[config.mk]
export PLATFORM = sky130hd
export DESIGN_NAME = line_raster
export DESIGN_NICKNAME = d
export VERILOG_FILES = /design/src/rtl/line_raster.sv
export SDC_FILE = /design/constraint.sdc
export NUM_CORES = 1
export LEC_CHECK = 0
export CAP_MARGIN = 20
export CORE_MARGIN = 2
export CORE_UTILIZATION = 45
export CTS_CLUSTER_DIAMETER = 50
export DETAILED_ROUTE_END_ITERATION = 16
export PLACE_DENSITY = 0.69
export SETUP_SLACK_MARGIN = 0.5
export SYNTH_ARGS = -nofsm -noshare
export SYNTH_HDL_FRONTEND = slang
export SYNTH_SLANG_ARGS = --single-unit
[constraint.sdc]
create_clock -name clk -period 7.59 [get_ports clk]
set_clock_uncertainty 0.1 [all_clocks]
set_input_delay 1.1385 -clock clk [delete_from_list [all_inputs] [get_ports clk]]
set_output_delay 1.1385 -clock clk [all_outputs]
set_load 0.1 [all_outputs]
[src/rtl/line_raster.sv]
// Bresenham line rasterizer: accepts a clipped segment and streams its pixels
// with valid/ready handshaking, silently stepping over off-screen points.
module line_raster #(
    parameter logic signed [15:0] XMAX = 16'sd799,
    parameter logic signed [15:0] YMAX = 16'sd479
) (
    input  logic               clk,
    input  logic               rst,
    input  logic signed [15:0] i_x1,
    input  logic signed [15:0] i_y1,
    input  logic signed [15:0] i_x2,
    input  logic signed [15:0] i_y2,
    input  logic               i_start,
    output logic               o_ready,
    output logic signed [15:0] o_px,
    output logic signed [15:0] o_py,
    output logic               o_valid,
    input  logic               i_pix_ready,
    output logic               o_done
);

    localparam int unsigned CW  = 16;
    localparam int unsigned DXW = CW + 1;
    localparam int unsigned EW  = CW + 2;
    localparam int unsigned E2W = CW + 3;

    typedef enum logic [1:0] {
        S_IDLE  = 2'd0,
        S_SETUP = 2'd1,
        S_RUN   = 2'd2,
        S_DONE  = 2'd3
    } state_t;

    state_t state, state_nxt;

    logic signed [CW-1:0]  x1_q, y1_q, x2_q, y2_q;
    logic signed [CW-1:0]  x1_nxt, y1_nxt, x2_nxt, y2_nxt;
    logic [DXW-1:0]        dx_q, dx_nxt;
    logic signed [EW-1:0]  dy_q, dy_nxt;
    logic signed [EW-1:0]  err_q, err_nxt;
    logic                  sx_neg_q, sx_neg_nxt;
    logic                  sy_neg_q, sy_neg_nxt;
    logic signed [CW-1:0]  px_nxt, py_nxt;
    logic                  valid_nxt, ready_nxt, done_nxt;

    // Setup-phase arithmetic on the latched endpoints
    logic signed [DXW-1:0] ddx_c, ddy_c;
    logic [DXW-1:0]        adx_c, ady_c;
    logic signed [EW-1:0]  dy_setup_c, err_setup_c;

    // Single Bresenham step from the current point
    logic signed [E2W-1:0] e2_c;
    logic                  step_x_c, step_y_c;
    logic signed [EW-1:0]  err_step_c;
    logic signed [CW-1:0]  px_step_c, py_step_c;
    logic                  advance_c, at_end_c;

    function automatic logic on_screen(input logic signed [CW-1:0] x,
                                       input logic signed [CW-1:0] y);
        return (x >= 16'sd0) && (x <= XMAX) && (y >= 16'sd0) && (y <= YMAX);
    endfunction

    always_comb begin
        ddx_c       = DXW'(x2_q) - DXW'(x1_q);
        ddy_c       = DXW'(y2_q) - DXW'(y1_q);
        adx_c       = ddx_c[DXW-1] ? DXW'(-ddx_c) : DXW'(ddx_c);
        ady_c       = ddy_c[DXW-1] ? DXW'(-ddy_c) : DXW'(ddy_c);
        dy_setup_c  = -$signed({1'b0, ady_c});
        err_setup_c = $signed({1'b0, adx_c}) + dy_setup_c;
    end

    // Both axis decisions use the pre-step error term
    always_comb begin
        e2_c       = $signed({err_q, 1'b0});
        step_x_c   = e2_c >= E2W'(dy_q);
        step_y_c   = e2_c <= $signed({2'b00, dx_q});
        err_step_c = err_q;
        if (step_x_c) begin
            err_step_c = err_step_c + dy_q;
        end
        if (step_y_c) begin
            err_step_c = err_step_c + $signed({1'b0, dx_q});
        end
        px_step_c = o_px;
        py_step_c = o_py;
        if (step_x_c) begin
            px_step_c = sx_neg_q ? o_px - 16'sd1 : o_px + 16'sd1;
        end
        if (step_y_c) begin
            py_step_c = sy_neg_q ? o_py - 16'sd1 : o_py + 16'sd1;
        end
    end

    // An on-screen pixel waits for the consumer; an off-screen one moves on at once
    always_comb begin
        advance_c = (state == S_RUN) && (!o_valid || i_pix_ready);
        at_end_c  = (o_px == x2_q) && (o_py == y2_q);
    end

    always_ff @(posedge clk or posedge rst) begin
        if (rst) begin
            state <= S_IDLE;
        end else begin
            state <= state_nxt;
        end
    end

    always_comb begin
        state_nxt = state;
        case (state)
            S_IDLE:  if (i_start) state_nxt = S_SETUP;
            S_SETUP: state_nxt = S_RUN;
            S_RUN:   if (advance_c && at_end_c) state_nxt = S_DONE;
            S_DONE:  state_nxt = S_IDLE;
            default: state_nxt = S_IDLE;
        endcase
    end

    always_comb begin
        x1_nxt     = x1_q;
        y1_nxt     = y1_q;
        x2_nxt     = x2_q;
        y2_nxt     = y2_q;
        dx_nxt     = dx_q;
        dy_nxt     = dy_q;
        err_nxt    = err_q;
        sx_neg_nxt = sx_neg_q;
        sy_neg_nxt = sy_neg_q;
        px_nxt     = o_px;
        py_nxt     = o_py;
        valid_nxt  = 1'b0;
        ready_nxt  = (state_nxt == S_IDLE);
        done_nxt   = (state_nxt == S_DONE);
        case (state)
            S_IDLE: begin
                if (i_start) begin
                    x1_nxt = i_x1;
                    y1_nxt = i_y1;
                    x2_nxt = i_x2;
                    y2_nxt = i_y2;
                end
            end
            S_SETUP: begin
                dx_nxt     = adx_c;
                dy_nxt     = dy_setup_c;
                err_nxt    = err_setup_c;
                sx_neg_nxt = ddx_c[DXW-1];
                sy_neg_nxt = ddy_c[DXW-1];
                px_nxt     = x1_q;
                py_nxt     = y1_q;
                valid_nxt  = on_screen(x1_q, y1_q);
            end
            S_RUN: begin
                if (!advance_c) begin
                    valid_nxt = o_valid;
                end else if (!at_end_c) begin
                    err_nxt   = err_step_c;
                    px_nxt    = px_step_c;
                    py_nxt    = py_step_c;
                    valid_nxt = on_screen(px_step_c, py_step_c);
                end
            end
            default: ;
        endcase
    end

    always_ff @(posedge clk or posedge rst) begin
        if (rst) begin
            x1_q     <= '0;
            y1_q     <= '0;
            x2_q     <= '0;
            y2_q     <= '0;
            dx_q     <= '0;
            dy_q     <= '0;
            err_q    <= '0;
            sx_neg_q <= 1'b0;
            sy_neg_q <= 1'b0;
            o_px     <= '0;
            o_py     <= '0;
            o_valid  <= 1'b0;
            o_ready  <= 1'b1;
            o_done   <= 1'b0;
        end else begin
            x1_q     <= x1_nxt;
            y1_q     <= y1_nxt;
            x2_q     <= x2_nxt;
            y2_q     <= y2_nxt;
            dx_q     <= dx_nxt;
            dy_q     <= dy_nxt;
            err_q    <= err_nxt;
            sx_neg_q <= sx_neg_nxt;
            sy_neg_q <= sy_neg_nxt;
            o_px     <= px_nxt;
            o_py     <= py_nxt;
            o_valid  <= valid_nxt;
            o_ready  <= ready_nxt;
            o_done   <= done_nxt;
        end
    end

endmodule

==> flow_summary.html, run 1 <==
<table>
<tr><th>Metric</th><th>Value</th></tr>
<tr><th colspan="2">Worst setup path</th></tr>
<tr><td>Category of the worst setup path capture point</td><td>flip-flop</td></tr>
<tr><td>Arrival time reported for the critical path endpoint</td><td>6.61 ns</td></tr>
<tr><td>Required time of the worst setup path</td><td>between 7 and 8 ns</td></tr>
<tr><td>Most numerous cell on the critical path</td><td>a21oi_1</td></tr>
<tr><td>List of cells traversed by the critical path</td><td>ha_1, fa_1, and2b_1, o21ai_2, a211oi_2, o31a_1, a21o_1, o21ai_0, xnor2_1, ha_1, a21o_1, a21oi_1, o21bai_1, a21oi_1, o21bai_1, a21oi_1, o21ai_0, o41ai_1, nand3b_1, o21ai_1, a2111o_1, a221oi_2, nor2_1</td></tr>
<tr><td>Critical path startpoint category</td><td>flip-flop</td></tr>
<tr><td>Worst Path Buf+Inv</td><td>0</td></tr>
<tr><td>Slowest stage cell on the critical path</td><td>a21o_1</td></tr>
<tr><td>Family of cells with the greatest summed delay on the critical path</td><td>compound AO/OA/AOI/OAI gates</td></tr>
<tr><td>Crit Path Category</td><td>reg -&gt; reg</td></tr>
<tr><td>Crit-path max FO</td><td>19</td></tr>
<tr><td>Worst path max stage delay</td><td>0.57 ns</td></tr>
<tr><th colspan="2">Drt</th></tr>
<tr><td>Vias post-DR</td><td>13000</td></tr>
<tr><td>Starting DRT DRC Count</td><td>1051</td></tr>
<tr><td>Wirelength, routed</td><td>41400 um</td></tr>
<tr><td>Post-route DRC violation count</td><td>0</td></tr>
<tr><td>Antenna Violating Nets Remaining</td><td>0</td></tr>
<tr><td>Avg WL per Cell</td><td>19.0 um</td></tr>
<tr><td>Via-per-instance ratio</td><td>5.99</td></tr>
<tr><td>TritonRoute pass-1 iters</td><td>5</td></tr>
<tr><th colspan="2">Finish</th></tr>
<tr><td>Register cell area after layout</td><td>0.00391 sq mm</td></tr>
<tr><td>Synthesis-to-layout area growth</td><td>13.8%</td></tr>
<tr><td>Fill cell total of the finished layout</td><td>2888</td></tr>
<tr><td>Share of final-layout standard cells stronger than drive strength 1</td><td>9.13%</td></tr>
<tr><td>Multi-input gate area</td><td>0.00997 sq mm</td></tr>
<tr><td>Count of nets after finishing</td><td>1987</td></tr>
<tr><td>Non-filler cells, final</td><td>between 2000 and 2500</td></tr>
<tr><td>Number of antenna cells inserted</td><td>0</td></tr>
<tr><td>Post-layout util</td><td>a little over half</td></tr>
<tr><th colspan="2">Logic synthesis</th></tr>
<tr><td>Avg Synthesized Cell Area</td><td>8.60 sq um</td></tr>
<tr><td>Mapped Nets</td><td>1913</td></tr>
<tr><td>EDFF count, synth</td><td>0</td></tr>
<tr><td>Adder-Cell Fraction of Synth Area</td><td>14.1%</td></tr>
<tr><td>Post-synthesis cell area</td><td>around 0.015 sq mm</td></tr>
<tr><td>Ys flop type</td><td>dfrtp_1</td></tr>
<tr><td>Post-Synthesis Cells</td><td>1687</td></tr>
<tr><td>Compound-gate portion of the synthesized area</td><td>20.9%</td></tr>
<tr><td>Share of flip-flops with an asynchronous set or reset after synthesis</td><td>100%</td></tr>
<tr><td>Main combinational cell family by area after synthesis</td><td>compound AO/OA/AOI/OAI gates</td></tr>
<tr><td>XOR/XNOR share of the synthesized area</td><td>9.95%</td></tr>
<tr><td>Fraction of the mapped netlist area in simple logic gates</td><td>between 15 and 20%</td></tr>
<tr><td>Fraction of synthesized area in multiplexers</td><td>roughly 7.1%</td></tr>
<tr><td>Post-synthesis cell type count</td><td>95</td></tr>
<tr><td>Post-synthesis sequential element count</td><td>approximately 160</td></tr>
<tr><td>Yosys Warn Count</td><td>0</td></tr>
<tr><td>Post-synthesis sequential area ratio</td><td>26.9%</td></tr>
<tr><th colspan="2">Timing</th></tr>
<tr><td>Max-slew violation total from the final report</td><td>0</td></tr>
<tr><td>Period utilization</td><td>~84%</td></tr>
<tr><td>Setup TNS</td><td>0 ns</td></tr>
<tr><td>Hold Fails Final Rpt</td><td>0</td></tr>
<tr><td>Unrepaired setup endpoints after global routing</td><td>false</td></tr>
<tr><td>Min cycle time layout</td><td>roughly 6.4 ns</td></tr>
<tr><td>Worst-Margin Slew</td><td>1.08 ns</td></tr>
<tr><td>Worst slew slack as a fraction of its limit</td><td>27.7%</td></tr>
<tr><td>Count of endpoints failing setup in the final report</td><td>0</td></tr>
<tr><td>Smallest hold slack</td><td>0.408 ns</td></tr>
<tr><td>Highest Clock Rate</td><td>0.157 GHz</td></tr>
<tr><th colspan="2">CTS</th></tr>
<tr><td>Number of hold-repair buffers added at the cts stage</td><td>0</td></tr>
<tr><td>Number of cells upsized or downsized after cts</td><td>0</td></tr>
<tr><td>TritonCTS Buffers</td><td>17</td></tr>
<tr><td>Sink count of the clock tree</td><td>156</td></tr>
<tr><td>Clock latency on the worst-skew pair</td><td>approximately 0.46 ns</td></tr>
<tr><td>CTS tree</td><td>yes</td></tr>
<tr><td>Root buffer selected by CTS</td><td>clkbuf_16</td></tr>
<tr><td>Clock transition at the registers of the reported paths</td><td>0.08 ns</td></tr>
<tr><td>CTS max path bufs</td><td>2</td></tr>
<tr><td>CTS H-Tree Depth</td><td>4</td></tr>
<tr><td>Setup Fix Bufs, Post-CTS</td><td>0</td></tr>
<tr><th colspan="2">Placed design</th></tr>
<tr><td>Count of buffers inserted at the top-level ports</td><td>102</td></tr>
<tr><td>Cells after DPL</td><td>2144</td></tr>
<tr><td>Half-perimeter wire length after detailed placement</td><td>31700 um</td></tr>
<tr><td>Final Wtd Congestion</td><td>0.948</td></tr>
<tr><th colspan="2">Floorplan</th></tr>
<tr><td>Starting density of the core</td><td>45.8%</td></tr>
<tr><td>Number of placed I/O pins</td><td>between 100 and 150</td></tr>
<tr><td>Die ar.</td><td>0.0337 sq mm</td></tr>
<tr><td>Floorplan die width</td><td>184 um</td></tr>
<tr><td>Core area</td><td>0.0316 sq mm</td></tr>
<tr><td>FP Rows</td><td>65</td></tr>
<tr><td>Y dimension of the die</td><td>~180 um</td></tr>
<tr><th colspan="2">Global route</th></tr>
<tr><td>Largest net degree at the start of global routing</td><td>86</td></tr>
<tr><td>Global-route wire length before repair</td><td>66700 um</td></tr>
<tr><td>GR Util All Layers</td><td>24.8%</td></tr>
<tr><td>Via count of the first global-routing pass</td><td>roughly 13000</td></tr>
<tr><td>Initial antenna violation count</td><td>0</td></tr>
<tr><td>Leftover overflow at the end of global routing</td><td>0</td></tr>
<tr><th colspan="2">Hold path</th></tr>
<tr><td>Worst hold path type</td><td>reg -&gt; reg</td></tr>
<tr><th colspan="2">Job</th></tr>
<tr><td>Max-cap check violation count</td><td>0</td></tr>
<tr><th colspan="2">Run status</th></tr>
<tr><td>Outcome</td><td>finished clean</td></tr>
</table>
## worst reg2reg max path: cells and delay by family (launching register included)
kind	cells	cell delay (ns)
XOR/XNOR	1	0.37
flip-flops	1	0.40
AND/OR/NAND/NOR	3	0.55
adder cells (fa/ha/maj)	3	0.95
AO/OA/AOI/OAI	16	3.90
## synthesized netlist by cell type, drive strengths merged (5+ instances only)
cell,number,area (sq um)
inv,110,413
buf,15,78.8
nand3b,9,67.6
xnor2,118,1030
nand3,33,165
mux2,80,901
clkbuf,40,150
dfrtp,155,3880
o21bai,12,101
or4,6,48.8
nand2b,21,131
o211ai,17,141
a31oi,22,144
o41ai,6,52.6
o21a,21,158
a221oi,5,50.0
or3,11,68.8
ha,151,1890
nor2,123,464
nand4,18,113
a21oi,119,599
o21ai,123,619
a311oi,5,62.6
nand2,144,541
xor2,44,385
or2,10,62.6
nor4,12,75.1
fa,7,140
a211oi,14,110
o22ai,13,87.6
o31ai,13,103
and4,5,43.8
nor3,35,190
mux2i,13,130
and2,18,115
and3,12,75.1
nor2b,18,113
a21o,38,285
## per-layer routing
layer | track usage, % | routed length [um] | part of all wire [%]
met1 | 34.5 | 18900 | 46
met5 | 0 | 0 | 0
met2 | 40.5 | 19000 | 46
met4 | 7.97 | 1130 | 2.7
met3 | 2.65 | 2380 | 5.7
## cells by family after synthesis
group | after synthesis
and+or+nand+nor | 489
AOI/OAI and AO/OA | 461
buffers and inverters | 165
xor gates and xnor gates | 163
adders and majority gates | 160
DFF | 156
muxes | 93
## state kept, by name, summed over array words and instances, names as in the netlist, 2 cells and up
signal and flops:
state 2, o_px 16, dy_q 18, x1_q 16
y1_q 16, y2_q 16, o_py 16, err_q 18
x2_q 16, dx_q 17
## layout by cell type (no fill, tap or decap), drive strengths merged, types with 35 or more instances in the layout
cell / count
a21o: 38
a21oi: 119
clkdlybuf4s50: 102
dfrtp: 155
ha: 151
inv: 115
mux2: 80
nand2: 144
nor2: 123
nor3: 35
o21ai: 123
xnor2: 118
xor2: 44
## final timing paths
kind                       startpoint         to  slack, ns  cells past startpoint
max in group asynchronous         rst   o_py[15]       4.81                      3
min in group asynchronous         rst    y2_q[4]       1.13                      2
min                           x1_q[9]    x1_q[9]       0.41                      1
max reg2reg                   y1_q[0]  err_q[17]       1.21                     23
max                           y1_q[0]  err_q[17]       1.21                     23
min reg2reg                   x1_q[9]    x1_q[9]       0.41                      1
## final cells by class
type | instances | share of cell area [%]
clock buffer | 17 | 2.58
timing repair buffer | 110 | 6.55
sequential | 156 | 23.7
tap | 402 | 3.05
inverter | 110 | 2.53
multi-input combinational | 1366 | 60.4
clock inverter | 15 | 1.18
## stage by stage
stage | setup WS [ns] | cell area (sq um)
CTS | 1.23 | 16500
global placement | 1.42 | 15900
global route | 0.736 | 16500
detailed placement | 1.28 | 15900
floorplan | 1.80 | 14500
finish | 1.21 | 16500
Power of run 1 is left out: the tool's default activity adds up to more than one toggle a clock period on the data nets, which glitch-free logic cannot reach.
==> run 2: changes to the inputs <==
Settings changed: PLACE_DENSITY 0.69 to 0.71.
Clock period 7.59 ns to 5.85 ns, I/O delays scaled along.
==> flow_summary.html, run 2 (synthesized netlist as in run 1, its figures left out) <==
<table>
<tr><th>Metric</th><th>Value</th></tr>
<tr><th colspan="2">Timing</th></tr>
<tr><td>Period utilization</td><td>91.1% (+7.0 points)</td></tr>
<tr><td>Min cycle time layout</td><td>5.33 ns (-1.06 ns)</td></tr>
<tr><td>Highest Clock Rate</td><td>0.188 GHz (+20%)</td></tr>
<tr><td>Unrepaired setup endpoints after global routing</td><td>true</td></tr>
<tr><td>Hold Fails Final Rpt</td><td>0 (unchanged)</td></tr>
<tr><td>Count of endpoints failing setup in the final report</td><td>0 (unchanged)</td></tr>
<tr><td>Max-slew violation total from the final report</td><td>0 (unchanged)</td></tr>
<tr><td>Worst slew slack as a fraction of its limit</td><td>21.2% (-6.5 points)</td></tr>
<tr><td>Setup TNS</td><td>0 ns (unchanged)</td></tr>
<tr><td>Worst-Margin Slew</td><td>1.18 ns (+0.0979 ns)</td></tr>
<tr><th colspan="2">Global route</th></tr>
<tr><td>Leftover overflow at the end of global routing</td><td>0 (unchanged)</td></tr>
<tr><td>Global-route wire length before repair</td><td>67000 um (+0.49%)</td></tr>
<tr><td>Initial antenna violation count</td><td>0 (unchanged)</td></tr>
<tr><td>Via count of the first global-routing pass</td><td>12800 (+1.4%)</td></tr>
<tr><td>GR Util All Layers</td><td>25.1% (+0.27 points)</td></tr>
<tr><td>Largest net degree at the start of global routing</td><td>75 (-13%)</td></tr>
<tr><th colspan="2">Placed design</th></tr>
<tr><td>Final Wtd Congestion</td><td>0.940 (-0.80%)</td></tr>
<tr><td>Half-perimeter wire length after detailed placement</td><td>31600 um (-0.33%)</td></tr>
<tr><td>Count of buffers inserted at the top-level ports</td><td>102 (unchanged)</td></tr>
<tr><th colspan="2">Floorplan</th></tr>
<tr><td>Starting density of the core</td><td>45.8% (unchanged)</td></tr>
<tr><td>Die ar.</td><td>0.0337 sq mm (unchanged)</td></tr>
<tr><td>Floorplan die width</td><td>184 um (unchanged)</td></tr>
<tr><td>FP Rows</td><td>65 (unchanged)</td></tr>
<tr><td>Core area</td><td>0.0316 sq mm (unchanged)</td></tr>
<tr><td>Y dimension of the die</td><td>184 um (unchanged)</td></tr>
<tr><td>Number of placed I/O pins</td><td>103 (unchanged)</td></tr>
<tr><th colspan="2">Worst setup path</th></tr>
<tr><td>Category of the worst setup path capture point</td><td>flip-flop</td></tr>
<tr><td>Start point of the critical path</td><td>x2_q[0]</td></tr>
<tr><td>R2r startpoint</td><td>x2_q[0]</td></tr>
<tr><td>Critical path startpoint category</td><td>flip-flop</td></tr>
<tr><td>Arrival time reported for the critical path endpoint</td><td>5.58 ns (-1.03 ns)</td></tr>
<tr><td>Required time of the worst setup path</td><td>6.10 ns (-1.72 ns)</td></tr>
<tr><td>Crit Path Category</td><td>reg -&gt; reg</td></tr>
<tr><td>Crit-path max FO</td><td>4 (-15)</td></tr>
<tr><th colspan="2">CTS</th></tr>
<tr><td>Clock latency on the worst-skew pair</td><td>0.46 ns (about the same)</td></tr>
<tr><td>CTS max path bufs</td><td>2 (unchanged)</td></tr>
<tr><td>Root buffer selected by CTS</td><td>clkbuf_16</td></tr>
<tr><td>Sink count of the clock tree</td><td>156 (unchanged)</td></tr>
<tr><td>CTS H-Tree Depth</td><td>4 (unchanged)</td></tr>
<tr><td>CTS tree</td><td>yes</td></tr>
<tr><td>TritonCTS Buffers</td><td>17 (unchanged)</td></tr>
<tr><td>Clock transition at the registers of the reported paths</td><td>0.08 ns (about the same)</td></tr>
<tr><th colspan="2">Hold path</th></tr>
<tr><td>Worst hold path type</td><td>reg -&gt; reg</td></tr>
<tr><td>Hold path start</td><td>x1_q[9]</td></tr>
<tr><th colspan="2">Finish</th></tr>
<tr><td>Fill cell total of the finished layout</td><td>2825 (-2.2%)</td></tr>
<tr><td>Top Registers</td><td>dy_q (18), err_q (18), dx_q (17)</td></tr>
<tr><td>Top library cells by usage in the layout, fill and taps aside</td><td>dfrtp_1 (153), nand2_1 (143), ha_1 (136)</td></tr>
<tr><td>Count of nets after finishing</td><td>2041 (+2.7%)</td></tr>
<tr><td>Share of final-layout standard cells stronger than drive strength 1</td><td>15.9% (+6.7 points)</td></tr>
<tr><td>Number of antenna cells inserted</td><td>0 (unchanged)</td></tr>
<tr><td>Synthesis-to-layout area growth</td><td>20.1%</td></tr>
<tr><td>Most common cell after layout, fill and taps aside</td><td>dfrtp_1</td></tr>
<tr><th colspan="2">Drt</th></tr>
<tr><td>Antenna Violating Nets Remaining</td><td>0 (unchanged)</td></tr>
<tr><td>Wirelength, routed</td><td>42400 um (+2.3%)</td></tr>
<tr><td>Avg WL per Cell</td><td>19.0 um (-0.16%)</td></tr>
<tr><td>Starting DRT DRC Count</td><td>1119 (+6.5%)</td></tr>
<tr><td>Vias post-DR</td><td>13300 (+2.2%)</td></tr>
<tr><td>TritonRoute pass-1 iters</td><td>11 (+6)</td></tr>
<tr><td>Via-per-instance ratio</td><td>5.97 (-0.27%)</td></tr>
<tr><td>Post-route DRC violation count</td><td>0 (unchanged)</td></tr>
<tr><th colspan="2">Run status</th></tr>
<tr><td>Outcome</td><td>finished clean</td></tr>
<tr><th colspan="2">Job</th></tr>
<tr><td>Max-cap check violation count</td><td>0 (unchanged)</td></tr>
</table>
==> run 2: cell types whose count changed in the layout (fill, tap and decap cells not counted), moves of 6 or more <==
cell | previous run | this run
buf_4 | 8 | 58
a21oi_1 | 118 | 105
ha_1 | 149 | 136
a21oi_2 | 1 | 12
o21ai_0 | 116 | 107
clkinv_8 | 7 | 0
ha_2 | 2 | 9
o21ai_2 | 1 | 8
ha_4 | 0 | 6
inv_6 | 2 | 8
==> run 2: layout make-up <==
cell class / instances / area [sq um] / area share (%)
repair buffers: 164 / 1520 / 8.74
multi-input cells: 1366 / 10500 / 60.2
well taps: 402 / 503 / 2.89
inverters: 110 / 418 / 2.40
flip-flops and latches: 156 / 3910 / 22.4
clock inverters: 14 / 149 / 0.855
clock buffers: 18 / 429 / 2.46
==> run 2: critical path, stage by stage, from the launching register on <==
cell      delay, ns
dfrtp_1        0.38
inv_1          0.06
ha_2           0.18
inv_2          0.04
fa_2           0.37
a211oi_4       0.27
o21ai_2        0.09
nand4_1        0.15
nor2_2         0.07
or4_4          0.48
a22o_4         0.28
mux2_4         0.35
fa_2           0.38
a21o_1         0.18
a21oi_2        0.16
o21bai_1       0.10
a21oi_2        0.15
o21bai_1       0.09
a21oi_2        0.17
o211a_1        0.18
nor3_2         0.05
nand4_1        0.09
nand4b_1       0.11
maj3_2         0.32
xor2_1         0.14
a221o_1        0.28
==> run 2: metal layers <==
metal | routed length [um] | GRT usage [%] | share of wire [%]
met1 | 18700 | 34.1 | 44
met4 | 1550 | 9.50 | 3.7
met5 | 0 | 0 | 0
met3 | 2450 | 2.93 | 5.8
met2 | 19700 | 41.0 | 46
==> run 2: stage by stage <==
step           hold WS (ns)  util, %  instances  instance area [sq um]  setup WS [ns]
2_1_floorplan         0.379        -       1687                  14600          0.496
3_3_place_gp          0.396     50.6       2155                  16000          0.229
3_5_place_dp          0.401     50.6       2155                  16000          0.167
4_1_cts               0.417     53.3       2210                  16900          0.415
5_1_grt               0.438     55.1       2230                  17400          0.246
6_report              0.416     55.1       2230                  17400          0.520
==> run 2: timing repair <==
action / in CTS / in global routing
buffers inserted: 23 / 19
endpoints found under the hold margin: 0 / 0
setup endpoints to repair: 7 / 8
cloned: 0 / 1
hold buffers: 0 / 0
pin swaps: 28 / 51
resized for setup: 31 / 75
==> run 2: final timing paths <==
check,to,slack (ns),cells after the start
min,x1_q[9],0.42,1
min in group asynchronous,o_py[2],0.81,2
max,err_q[16],0.52,25
min reg2reg,x1_q[9],0.42,1
max in group asynchronous,y1_q[7],3.75,3
max reg2reg,err_q[16],0.52,25
Power of run 2 is left out for the same reason.
==> run 3: changes to the inputs <==
Settings changed: CELL_PAD_IN_SITES_DETAIL_PLACEMENT set to 1, CELL_PAD_IN_SITES_GLOBAL_PLACEMENT set to 1, CORE_UTILIZATION 45 to 42, GPL_TIMING_DRIVEN set to 0, PLACE_DENSITY 0.71 to 0.83.
==> flow_summary.html, run 3 (synthesized netlist as in run 1, its figures left out) <==
<table>
<tr><th>Metric</th><th>Value</th></tr>
<tr><th colspan="2">Run status</th></tr>
<tr><td>Outcome</td><td>finished clean</td></tr>
<tr><th colspan="2">CTS</th></tr>
<tr><td>Clock latency on the worst-skew pair</td><td>0.46 ns (about the same)</td></tr>
<tr><td>Sink count of the clock tree</td><td>156 (unchanged)</td></tr>
<tr><td>Number of hold-repair buffers added at the cts stage</td><td>0 (unchanged)</td></tr>
<tr><td>CTS tree</td><td>yes</td></tr>
<tr><td>CTS max path bufs</td><td>2 (unchanged)</td></tr>
<tr><td>CTS H-Tree Depth</td><td>4 (unchanged)</td></tr>
<tr><td>Clock transition at the registers of the reported paths</td><td>0.07 ns (about the same)</td></tr>
<tr><td>Root buffer selected by CTS</td><td>clkbuf_16</td></tr>
<tr><td>TritonCTS Buffers</td><td>17 (unchanged)</td></tr>
<tr><th colspan="2">Worst setup path</th></tr>
<tr><td>Crit-path max FO</td><td>5 (+1)</td></tr>
<tr><td>Slowest stage cell on the critical path</td><td>dfrtp_2</td></tr>
<tr><td>Worst Path Buf+Inv</td><td>3 (+1)</td></tr>
<tr><td>Family of cells with the greatest summed delay on the critical path</td><td>compound AO/OA/AOI/OAI gates</td></tr>
<tr><td>Critical path startpoint category</td><td>flip-flop</td></tr>
<tr><td>Arrival time reported for the critical path endpoint</td><td>6.08 ns (+0.50 ns)</td></tr>
<tr><td>Total stage count of the critical path</td><td>26 (+4.0%)</td></tr>
<tr><td>Reg2Reg Depth</td><td>26 (+4.0%)</td></tr>
<tr><td>Crit Path Category</td><td>reg -&gt; reg</td></tr>
<tr><td>Category of the worst setup path capture point</td><td>flip-flop</td></tr>
<tr><td>Required time of the worst setup path</td><td>6.09 ns (about the same)</td></tr>
<tr><td>Most numerous cell on the critical path</td><td>a21o_1</td></tr>
<tr><td>Worst path max stage delay</td><td>0.47 ns (about the same)</td></tr>
<tr><th colspan="2">Floorplan</th></tr>
<tr><td>Number of placed I/O pins</td><td>103 (unchanged)</td></tr>
<tr><td>Core area</td><td>0.0343 sq mm (+8.4%)</td></tr>
<tr><td>Starting density of the core</td><td>42.3% (-3.5 points)</td></tr>
<tr><td>Die ar.</td><td>0.0360 sq mm (+7.0%)</td></tr>
<tr><td>Y dimension of the die</td><td>190 um (+3.4%)</td></tr>
<tr><td>FP Rows</td><td>68 (+4.6%)</td></tr>
<tr><td>Floorplan die width</td><td>190 um (+3.4%)</td></tr>
<tr><th colspan="2">Drt</th></tr>
<tr><td>Post-route DRC violation count</td><td>0 (unchanged)</td></tr>
<tr><td>Avg WL per Cell</td><td>24.6 um (+30%)</td></tr>
<tr><td>TritonRoute pass-1 iters</td><td>5 (-6)</td></tr>
<tr><td>Vias post-DR</td><td>14400 (+8.4%)</td></tr>
<tr><td>Via-per-instance ratio</td><td>6.10 (+2.2%)</td></tr>
<tr><td>Wirelength, routed</td><td>58300 um (+37%)</td></tr>
<tr><td>Antenna Violating Nets Remaining</td><td>0 (unchanged)</td></tr>
<tr><td>Starting DRT DRC Count</td><td>910 (-19%)</td></tr>
<tr><th colspan="2">Global route</th></tr>
<tr><td>Initial antenna violation count</td><td>0 (unchanged)</td></tr>
<tr><td>Via count of the first global-routing pass</td><td>15100 (+18%)</td></tr>
<tr><td>Most congested layer reported by global routing</td><td>met2</td></tr>
<tr><td>Global routing met1 resource utilization</td><td>38.0% (+3.9 points)</td></tr>
<tr><td>Largest net degree at the start of global routing</td><td>103 (+37%)</td></tr>
<tr><td>Met3 track utilization from global routing</td><td>5.29% (+2.4 points)</td></tr>
<tr><td>Global-route wire length before repair</td><td>86600 um (+29%)</td></tr>
<tr><td>Global Route met2 Usage</td><td>52.8% (+12 points)</td></tr>
<tr><td>GR Util All Layers</td><td>31.6% (+6.5 points)</td></tr>
<tr><td>Leftover overflow at the end of global routing</td><td>0 (unchanged)</td></tr>
<tr><th colspan="2">Timing</th></tr>
<tr><td>Highest Clock Rate</td><td>0.171 GHz (-8.7%)</td></tr>
<tr><td>Period utilization</td><td>99.8% (+8.7 points)</td></tr>
<tr><td>Worst-Margin Slew</td><td>1.09 ns (-0.0900 ns)</td></tr>
<tr><td>Worst slew slack as a fraction of its limit</td><td>27.3% (+6.1 points)</td></tr>
<tr><td>Min cycle time layout</td><td>5.84 ns (+0.508 ns)</td></tr>
<tr><td>Unrepaired setup endpoints after global routing</td><td>true</td></tr>
<tr><td>Count of endpoints failing setup in the final report</td><td>0 (unchanged)</td></tr>
<tr><td>Hold Fails Final Rpt</td><td>0 (unchanged)</td></tr>
<tr><td>Max-slew violation total from the final report</td><td>0 (unchanged)</td></tr>
<tr><th colspan="2">Placed design</th></tr>
<tr><td>Final Wtd Congestion</td><td>0.924 (-1.8%)</td></tr>
<tr><td>Standard cell area after detailed placement</td><td>0.0162 sq mm (+1.2%)</td></tr>
<tr><td>Count of buffers inserted at the top-level ports</td><td>102 (unchanged)</td></tr>
<tr><td>Half-perimeter wire length after detailed placement</td><td>42300 um (+34%)</td></tr>
<tr><td>Cells after DPL</td><td>2245 (+4.2%)</td></tr>
<tr><th colspan="2">Hold path</th></tr>
<tr><td>Worst hold path depth</td><td>1 (unchanged)</td></tr>
<tr><td>Worst hold path type</td><td>reg -&gt; reg</td></tr>
<tr><th colspan="2">Finish</th></tr>
<tr><td>Count of nets after finishing</td><td>2122 (+4.0%)</td></tr>
<tr><td>Post-route design area</td><td>0.0182 sq mm (+4.4%)</td></tr>
<tr><td>Top Registers</td><td>dy_q (18), err_q (18), dx_q (17)</td></tr>
<tr><td>Non-filler cells, final</td><td>2364 (+6.0%)</td></tr>
<tr><td>Number of antenna cells inserted</td><td>0 (unchanged)</td></tr>
<tr><td>Most common cell after layout, fill and taps aside</td><td>dfrtp_1</td></tr>
<tr><td>Share of final-layout standard cells stronger than drive strength 1</td><td>17.9% (+2.1 points)</td></tr>
<tr><td>Top library cells by usage in the layout, fill and taps aside</td><td>dfrtp_1 (152), nand2_1 (140), ha_1 (139)</td></tr>
<tr><td>Synthesis-to-layout area growth</td><td>25.4%</td></tr>
<tr><th colspan="2">Job</th></tr>
<tr><td>Max-cap check violation count</td><td>0 (unchanged)</td></tr>
</table>
-- run 3: changes by cell type in the layout (fill, tap and decap cells not counted), sizes merged --
cell,delta
clkinv,+2
clkbuf,+39
buf,+42
inv,-2
clkinvlp,+1
bufinv,-1
-- run 3: what timing repair did --
action,in CTS,in global routing
endpoints found under the setup margin,27,24
pin swaps,61,71
gates resized for setup,97,74
buffers inserted,52,35
cloned,0,0
-- run 3: final timing paths --
path	start	end	slack (ns)
min reg2reg	x1_q[2]	x1_q[2]	0.44
min	x1_q[2]	x1_q[2]	0.44
min in group asynchronous	rst	y1_q[1]	0.75
max reg2reg	err_q[11]	err_q[17]	0.01
max	err_q[11]	err_q[17]	0.01
max in group asynchronous	rst	err_q[11]	4.00
-- run 3: cell type report --
type / count / area, sq um
clock inverters: 14 / 145
repair buffers: 190 / 1750
inverters: 110 / 420
fillers: 4008 / 16100
multi-input cells: 1366 / 10600
plain buffers: 55 / 357
clock buffers: 18 / 429
flip-flops and latches: 156 / 3910
well taps: 455 / 569
-- run 3: metrics by stage --
step	setup TNS (ns)	util (%)	setup slack (ns)	hold WS (ns)
floorplan	0	-	0.496	0.379
global placement	-282.31	47.1	-1.85	0.387
detailed placement	-13.33	47.2	-1.95	0.423
CTS	0	51.3	0.118	0.440
global route	-0.264	53.1	-0.0975	0.467
finish	0	53.1	0.0126	0.435
-- run 3: worst register-to-register path, cell delays in order (launching register included) --
cell and delay, ns:
dfrtp_2 0.47, ha_4 0.24, a21o_1 0.16, a21oi_2 0.11, nor2b_1 0.06, o21ai_1 0.16
nand3b_1 0.20, a2111oi_4 0.42, o31a_2 0.26, clkbuf_16 0.17, clkbuf_16 0.15, mux2_4 0.32
ha_4 0.18, buf_6 0.11, a21oi_4 0.13, o211ai_1 0.21, o311ai_2 0.43, a31oi_2 0.18
a21o_1 0.22, a21o_1 0.17, and2_4 0.17, o31ai_4 0.18, a21o_1 0.15, xor2_1 0.07
a221o_1 0.35, nor4b_2 0.26, nor2_1 0.08
-- run 3: per-layer routing --
layer  up-vias  wire length (um)  part of all wire, %
li1       6496                 -                    -
met1      7254             23700                   41
met2       487             27500                   47
met3       190              3130                  5.4
met4         0              3930                  6.7
met5         -                 0                    0
Power of run 3 is left out for the same reason.
